`src/rtl/sargantana_icache_refill_ctrl.sv`:
```
// Line-fill controller for one icache way: issues one memory line request, assembles the
// response beats into a full line, and writes it into the way SRAM. A kill drains the beats.
module sargantana_icache_refill_ctrl #(
    parameter int unsigned ICACHE_DEPTH    = 64,
    parameter int unsigned SET_WIDHT       = 256,
    parameter int unsigned ADDR_WIDHT      = 6,
    parameter int unsigned BEAT_WIDHT      = 64,
    parameter int unsigned LINE_ADDR_WIDHT = 26
) (
    input  logic                       clk_i,
    input  logic                       rstn_i,
    input  logic                       miss_valid_i,
    output logic                       miss_ready_o,
    input  logic [LINE_ADDR_WIDHT-1:0] miss_line_addr_i,
    input  logic                       kill_i,
    output logic                       mem_req_valid_o,
    input  logic                       mem_req_ready_i,
    output logic [LINE_ADDR_WIDHT-1:0] mem_req_addr_o,
    input  logic                       mem_rsp_valid_i,
    input  logic [BEAT_WIDHT-1:0]      mem_rsp_data_i,
    output logic                       way_req_o,
    output logic                       way_we_o,
    output logic [ADDR_WIDHT-1:0]      way_addr_o,
    output logic [SET_WIDHT-1:0]       way_data_o,
    output logic                       fill_done_o
);

    localparam int unsigned BEATS     = SET_WIDHT / BEAT_WIDHT;
    localparam int unsigned CNT_WIDHT = $clog2(BEATS);

    if (ADDR_WIDHT != $clog2(ICACHE_DEPTH) || BEATS < 2 || (BEATS & (BEATS - 1)) != 0 ||
        LINE_ADDR_WIDHT < ADDR_WIDHT) begin : g_param_check
        $error("sargantana_icache_refill_ctrl: inconsistent parameters");
    end

    typedef enum logic [2:0] {StIdle, StReq, StFill, StWrite, StDrain} state_e;

    state_e                     state_q, state_d;
    logic [LINE_ADDR_WIDHT-1:0] addr_q, addr_d;
    logic [CNT_WIDHT-1:0]       cnt_q, cnt_d;
    logic [SET_WIDHT-1:0]       line_q, line_d;
    logic                       last_beat;

    assign last_beat      = (cnt_q == CNT_WIDHT'(BEATS - 1));
    assign mem_req_addr_o = addr_q;
    assign way_addr_o     = addr_q[ADDR_WIDHT-1:0];
    assign way_data_o     = line_q;

    always_comb begin
        state_d         = state_q;
        addr_d          = addr_q;
        cnt_d           = cnt_q;
        line_d          = line_q;
        miss_ready_o    = 1'b0;
        mem_req_valid_o = 1'b0;
        way_req_o       = 1'b0;
        way_we_o        = 1'b0;
        fill_done_o     = 1'b0;

        unique case (state_q)
            StIdle: begin
                miss_ready_o = ~kill_i;
                if (miss_valid_i && !kill_i) begin
                    addr_d  = miss_line_addr_i;
                    cnt_d   = '0;
                    state_d = StReq;
                end
            end
            StReq: begin
                mem_req_valid_o = 1'b1;
                if (mem_req_ready_i) begin
                    cnt_d   = '0;
                    state_d = kill_i ? StDrain : StFill;
                end else if (kill_i) begin
                    state_d = StIdle;
                end
            end
            StFill: begin
                if (mem_rsp_valid_i) begin
                    line_d[cnt_q*BEAT_WIDHT +: BEAT_WIDHT] = mem_rsp_data_i;
                    cnt_d = cnt_q + CNT_WIDHT'(1);
                    if (last_beat) begin
                        state_d = kill_i ? StIdle : StWrite;
                    end else if (kill_i) begin
                        state_d = StDrain;
                    end
                end else if (kill_i) begin
                    state_d = StDrain;
                end
            end
            StWrite: begin
                way_req_o   = 1'b1;
                way_we_o    = 1'b1;
                fill_done_o = 1'b1;
                state_d     = StIdle;
            end
            StDrain: begin
                // Beats that are still in flight are counted but never land in the line buffer
                if (mem_rsp_valid_i) begin
                    cnt_d = cnt_q + CNT_WIDHT'(1);
                    if (last_beat) begin
                        state_d = StIdle;
                    end
                end
            end
            default: state_d = StIdle;
        endcase
    end

    always_ff @(posedge clk_i or negedge rstn_i) begin
        if (!rstn_i) begin
            state_q <= StIdle;
            addr_q  <= '0;
            cnt_q   <= '0;
            line_q  <= '0;
        end else begin
            state_q <= state_d;
            addr_q  <= addr_d;
            cnt_q   <= cnt_d;
            line_q  <= line_d;
        end
    end

endmodule
```
`config.mk`:
```
export PLATFORM = sky130hd
export DESIGN_NAME = sargantana_icache_refill_ctrl
export DESIGN_NICKNAME = d
export VERILOG_FILES = /design/src/rtl/sargantana_icache_refill_ctrl.sv
export SDC_FILE = /design/constraint.sdc
export NUM_CORES = 1
export LEC_CHECK = 0
export BUFFER_PORTS_ARGS = -buffer_cell sky130_fd_sc_hd__buf_2
export CORE_MARGIN = 2
export CORE_UTILIZATION = 50
export CTS_CLUSTER_DIAMETER = 60
export DETAILED_ROUTE_END_ITERATION = 8
export PLACE_DENSITY = 0.8
export SLEW_MARGIN = 20
export SYNTH_ARGS = -nofsm -noshare
export SYNTH_HDL_FRONTEND = slang
export SYNTH_SLANG_ARGS = --single-unit
```
`constraint.sdc`:
```
create_clock -name clk_i -period 2.4 [get_ports clk_i]
set_clock_uncertainty 0.05 [all_clocks]
set_input_delay 0.48 -clock clk_i [delete_from_list [all_inputs] [get_ports clk_i]]
set_output_delay 0.48 -clock clk_i [all_outputs]
set_load 0.02 [all_outputs]
```
==> out/results.txt, run 1 <==
status - completed
WP data required - 2.80 ns
GRT overflow - 0
area grow syn2layout - 29.9%
Sw Pwr - 4.30 mW
f_max - 468 MHz
Die Area - 23200 um^2
kind of end point of the critical path - flip-flop
period utilization - 89.0%
fillers - 1667
kind of critical path - flip-flop to flip-flop
hold slack - 0.123 ns
cell taking the most area after synthesis - dfrtp_1
register area share after synthesis - 65.4%
Max Cap Violations - 0
CP startpoint kind - flip-flop
Place WS - 0.288 ns
Flop pwr share - 42.2%
GRT Total Usage - 27.0%
unrepaired setup endpoints after global routing - false
WL per Instance - 19.6 um
vias in the first global route - 9137
final core occ - 65.8%
Buffers on Ports - 388
most frequent cell after synthesis - dfrtp_1
synthesized flop and latch total - 287
Die H - 152 um
H-tree levels - 1
Final Hold Viols - 0
area share of the largest cell type after synthesis - 65.4%
clk sinks - 287
class of the worst hold path - primary input to flip-flop
Clock Tree Root - clkbuf_16
Detailed Route Iter0 Violations - 502
hpwl dp - 21600 um
GPL Wtd Cong - 0.858
setup_tns - 0 ns
Synth async-reset ratio - 100%
crit path DAT - 2.54 ns
Die X - 152 um
Post-CTS Repair Setup Buffers - 0
initial antenna violation count - 0
final count of negative-setup-slack endpoints - 0
Synthesis Warnings - 0
cts bufs inserted - 29
min Tclk post-route - 2.14 ns
Residual DRC - 0
IO Pins - 389
Site Rows - 54
antenna cells - 0
via/cell ratio - 5.51
Pre-antenna DRT Iters - 5
largest net degree at the start of global routing - 129
Power Dens Cells - 951 nW/um^2
WL final - 31900 um
Max-slew headroom - 57.7%
initial core utilization - 50.6%
distinct cell type count after synthesis - 32
Switching Fraction - 31.7%
clock transition at the registers of the reported paths - 0.07 ns
core area - 21700 um^2
worst-path fanout max - 31
fraction of layout instances using a drive strength above 1 - 37.4%
Cells after Synth - 958
nets - 1425
most instantiated cells after synthesis - dfrtp_1, nand2_1, o21ai_0, a22o_1, clkbuf_1
Syn Area/Cell - 11.5 um^2
actual slew at the worst max-slew pin - 0.632 ns
top cells by area, synth - dfrtp_1, a22o_1, nand2_1, o21ai_0, mux2_2
Net Count, Synth - 1060
Post-synth EDFFs - 0
Clock Path Buffers - 3
setup ws final - 0.263 ns
first-pass GRT wire length - 50500 um
max-slew violation count - 0
Clock power frac - 34.6%
CTS tree - done
Leakage - 7.68 nW
clk_lat worst skew - 0.54 ns
ys flop type - dfrtp_1
vias after detailed routing - 8959
maximum vdd drop - 0.951 mV
Synth Cell Area - 11000 um^2
cell-internal power - 9.27 mW
DRT antenna net count - 0
Gate power share - 23.2%
-- metal layers --
layer / vias to the layer above / track usage [%] / part of all wire [%]
met4: 0 / 10.5 / 3.5
met5: - / 0 / 0
met2: 440 / 45.5 / 49
li1: 4021 / - / -
met1: 4429 / 34.8 / 39
met3: 69 / 5.43 / 8.4
-- sequential cells by signal (all words and copies together), names as in the netlist --
name	cells
cnt_q	2
way_data_o	256
state_q	3
mem_req_addr_o	26
-- stage by stage --
| stage | area (um^2) | instances | total power [mW] |
|---|---|---|---|
| 3_5_place_dp | 13200 | 1571 | 8.97 |
| 4_1_cts | 14300 | 1626 | 13.7 |
| 6_report | 14300 | 1626 | 13.6 |
| 2_1_floorplan | 11000 | 958 | 7.67 |
| 5_1_grt | 14300 | 1626 | 14.1 |
| 3_3_place_gp | 13200 | 1571 | 8.87 |
-- power by group through the flow --
stage	Clock, mW	Combinational [mW]	Sequential [mW]
final	4.69	3.15	5.73
after global routing	4.95	3.39	5.80
after CTS	4.76	3.18	5.73
after detailed placement	0	3.17	5.80
after global placement	0	3.09	5.77
after floorplan	0	1.17	6.50
-- worst paths after layout --
check / start / endpoint / slack [ns] / depth (start not counted)
max: cnt_q[0]$_DFFE_PN0P_ / way_data_o[139]$_DFFE_PN0P_ / 0.26 / 7
min: miss_line_addr_i[9] / mem_req_addr_o[9]$_DFFE_PN0P_ / 0.12 / 2
max reg2reg: cnt_q[0]$_DFFE_PN0P_ / way_data_o[139]$_DFFE_PN0P_ / 0.26 / 7
min reg2reg: way_data_o[38]$_DFFE_PN0P_ / way_data_o[38]$_DFFE_PN0P_ / 0.42 / 2
max in group asynchronous: rstn_i / way_data_o[5]$_DFFE_PN0P_ / 1.10 / 3
min in group asynchronous: rstn_i / way_data_o[238]$_DFFE_PN0P_ / 0.46 / 2
-- timing repair --
item,CTS,global route
gates resized for setup,0,0
hold buffers,1,0
endpoints found under the hold margin,65,0
-- critical path, cell delays in order (launching register included) --
cell and delay (ns):
dfrtp_1 0.51, inv_1 0.15, ha_1 0.26, nor2_1 0.18, and3_2 0.41, buf_12 0.24
nand2_1 0.07, o21ai_0 0.18
-- cell usage in the layout, fill, tap and decap left out, types with 2 or more instances in the layout --
cell type  count
a21oi_1        3
a22o_1       128
buf_12        12
buf_2        387
buf_4         14
bufinv_16      3
clkbuf_1       2
clkbuf_16     29
clkbuf_8       8
clkinv_2       7
dfrtp_1      287
ha_1           6
inv_1          2
inv_6          3
mux2_2        26
nand2_1      259
nand2_2        3
nand2_4        2
nand2b_1       3
nand3_1        3
nor2_1         5
nor3_1         2
nor3b_1        2
o21ai_0      132
-- cell type report --
| cell class | instances | area, um^2 | share of cell area, % |
|---|---|---|---|
| multi-input cells | 588 | 3410 | 23.9 |
| repair buffers | 415 | 2310 | 16.2 |
| flip-flops and latches | 287 | 7180 | 50.4 |
| clock buffers | 39 | 843 | 5.91 |
| well taps | 280 | 350 | 2.46 |
| inverters | 2 | 7.51 | 0.0526 |
| clock inverters | 15 | 168 | 1.18 |
-- logic make-up (layout without fill, tap and decap cells) --
group           Yosys count  in the layout  share of synthesized area, %
flops                   287            287                          65.4
xor+xnor                  1              1                        0.0798
mux                      27             27                          2.76
fa+ha+maj                 6              6                         0.684
simple gates            290            290                          10.8
compound gates          264            264                          16.4
buf+inv                  83            471                          3.82
Note: power is estimated with default switching activity, not from simulation.
==> run 2, diff against run 1 <==
--- a/config.mk
+++ b/config.mk
@@ -11,6 +11,7 @@
 export CTS_CLUSTER_DIAMETER = 60
 export DETAILED_ROUTE_END_ITERATION = 8
 export PLACE_DENSITY = 0.8
+export SETUP_SLACK_MARGIN = 0.3
 export SLEW_MARGIN = 20
 export SYNTH_ARGS = -nofsm -noshare
 export SYNTH_HDL_FRONTEND = slang
==> run 2 against run 1 <==
Clock-buffer cell count stayed put. Register-to-register slack better by 0.13 ns. Sequential cell count unchanged. Hold slack lost 0.0019 ns. Total power increased by 1.6%. Global-route usage up 0.39 points. Highest routed layer unchanged. Largest cell class unchanged.
==> out/results.txt, run 2 (synthesized netlist as in run 1, its figures left out) <==
Detailed Route Iter0 Violations - 483
GRT overflow - 0
period utilization - 86.0%
unrepaired setup endpoints after global routing - false
GPL Wtd Cong - 0.858
WL final - 32200 um
class of the worst hold path - primary input to flip-flop
nets - 1432
worst r2r dst - way_data_o[46]$_DFFE_PN0P_
CP startpoint kind - flip-flop
largest net degree at the start of global routing - 129
DRT antenna net count - 0
reg2reg setup slack - 0.39 ns
Max Cap Violations - 0
Largest register FFs - 256
cts bufs inserted - 29
commonest non-fill, non-tap cell in the layout - buf_2
fillers - 1662
critical path's largest stage delay - 0.36 ns
CTS tree - done
Final Hold Viols - 0
GRT Total Usage - 27.4%
crit-path cells - buf_4, and3b_1, buf_2
H-tree levels - 1
launch point of the worst reg-to-reg path - cnt_q[0]$_DFFE_PN0P_
max-slew violation count - 0
Power Dens Cells - 960 nW/um^2
kind of critical path - flip-flop to output pin
commonest non-fill, non-tap cells in the layout - buf_2, dfrtp_1, nand2_1, o21ai_0, a22o_1
area grow syn2layout - 30.9%
actual slew at the worst max-slew pin - 0.633 ns
clk sinks - 287
Clock Path Buffers - 3
Residual DRC - 0
Hold Path Stages - 2
maximum vdd drop - 0.954 mV
clock transition at the registers of the reported paths - 0.06 ns
Buffers on Ports - 388
Seq. cell area - 7180 um^2
Site Rows - 54
Die Area - 23200 um^2
hpwl dp - 21600 um
Pre-antenna DRT Iters - 5
kind of end point of the critical path - output pin
crit path DAT - 1.53 ns
fraction of layout instances using a drive strength above 1 - 37.9%
vias after detailed routing - 9025
worst-path fanout max - 11
vias in the first global route - 9184
Die X - 152 um
Leakage - 7.73 nW
Crit-path slowest cell - dfrtp_1
first-pass GRT wire length - 51100 um
status - completed
WL per Instance - 19.7 um
min Tclk post-route - 2.06 ns
f_max - 484 MHz
worst hold endpoint - mem_req_addr_o[9]$_DFFE_PN0P_
setup_tns - 0 ns
IO Pins - 389
WP data required - 1.87 ns
core area - 21700 um^2
antenna cells - 0
Die H - 152 um
Place WS - 0.288 ns
footprint of the multi-input gates - 3420 um^2
final count of negative-setup-slack endpoints - 0
Clock Tree Root - clkbuf_16
initial core utilization - 50.6%
setup ws final - 0.335 ns
min-delay src - miss_line_addr_i[9]
initial antenna violation count - 0
via/cell ratio - 5.53
clk_lat worst skew - 0.54 ns
FF-to-FF path depth - 7
Max-slew headroom - 57.7%
## run 2: timing repair
action                                  4_1_cts  5_1_grt
gates resized for setup                       3        5
cloned                                        1        0
hold endpoints to repair                     65        0
pin swaps                                     0        3
setup buffers                                 0        6
hold buffers                                  1        0
endpoints found under the setup margin       13       96
## run 2: power by group
part	internal [mW]	leakage, nW	switching, mW
clock network	2.80	0.505	1.90
registers	5.42	3.91	0.320
logic	1.20	3.31	2.16
## run 2: critical path, delay by kind of cell, from the launching register on
kind	cells	cell delay, ns
DFF	1	0.36
buffers and inverters	2	0.35
and+or+nand+nor	1	0.27
## run 2: layout make-up
| class | count | share of cell area [%] |
|---|---|---|
| Sequential cell | 287 | 50.0 |
| Multi-Input combinational cell | 588 | 23.8 |
| Timing Repair Buffer | 422 | 16.7 |
| Clock buffer | 39 | 5.87 |
| Tap cell | 280 | 2.44 |
| Clock inverter | 15 | 1.17 |
| Inverter | 2 | 0.0523 |
## run 2: worst max-delay path by stage
stage	cells after the start	startpoint	end
final	3	state_q[2]$_DFFE_PN0P_	way_req_o
after global routing	7	cnt_q[0]$_DFFE_PN0P_	way_data_o[11]$_DFFE_PN0P_
after CTS	6	cnt_q[0]$_DFFE_PN0P_	way_data_o[19]$_DFFE_PN0P_
after detailed placement	6	cnt_q[0]$_DFFE_PN0P_	way_data_o[61]$_DFFE_PN0P_
after global placement	6	cnt_q[0]$_DFFE_PN0P_	way_data_o[54]$_DFFE_PN0P_
after floorplan	7	cnt_q[0]$_DFFE_PN0P_	way_data_o[58]$_DFFE_PN0P_
## run 2: layer usage
layer / vias to the layer above / routed length, um / global-route usage [%]
met5: - / 0 / 0
met4: 0 / 1200 / 10.5
met3: 79 / 2650 / 5.55
met2: 432 / 15700 / 46.2
met1: 4475 / 12600 / 35.3
li1: 4039 / - / -
## run 2: metrics by stage
step                      utilization (%)  hold slack, ns  cell area, um^2  cells  power (mW)
after floorplan                         -           0.134            11000    958        7.67
after global placement               61.1           0.407            13200   1571        8.87
after detailed placement             61.1           0.414            13200   1571        8.97
after CTS                            66.0          0.0977            14300   1627        13.8
after global routing                 66.2           0.110            14400   1633        14.4
final                                66.2           0.122            14400   1633        13.8
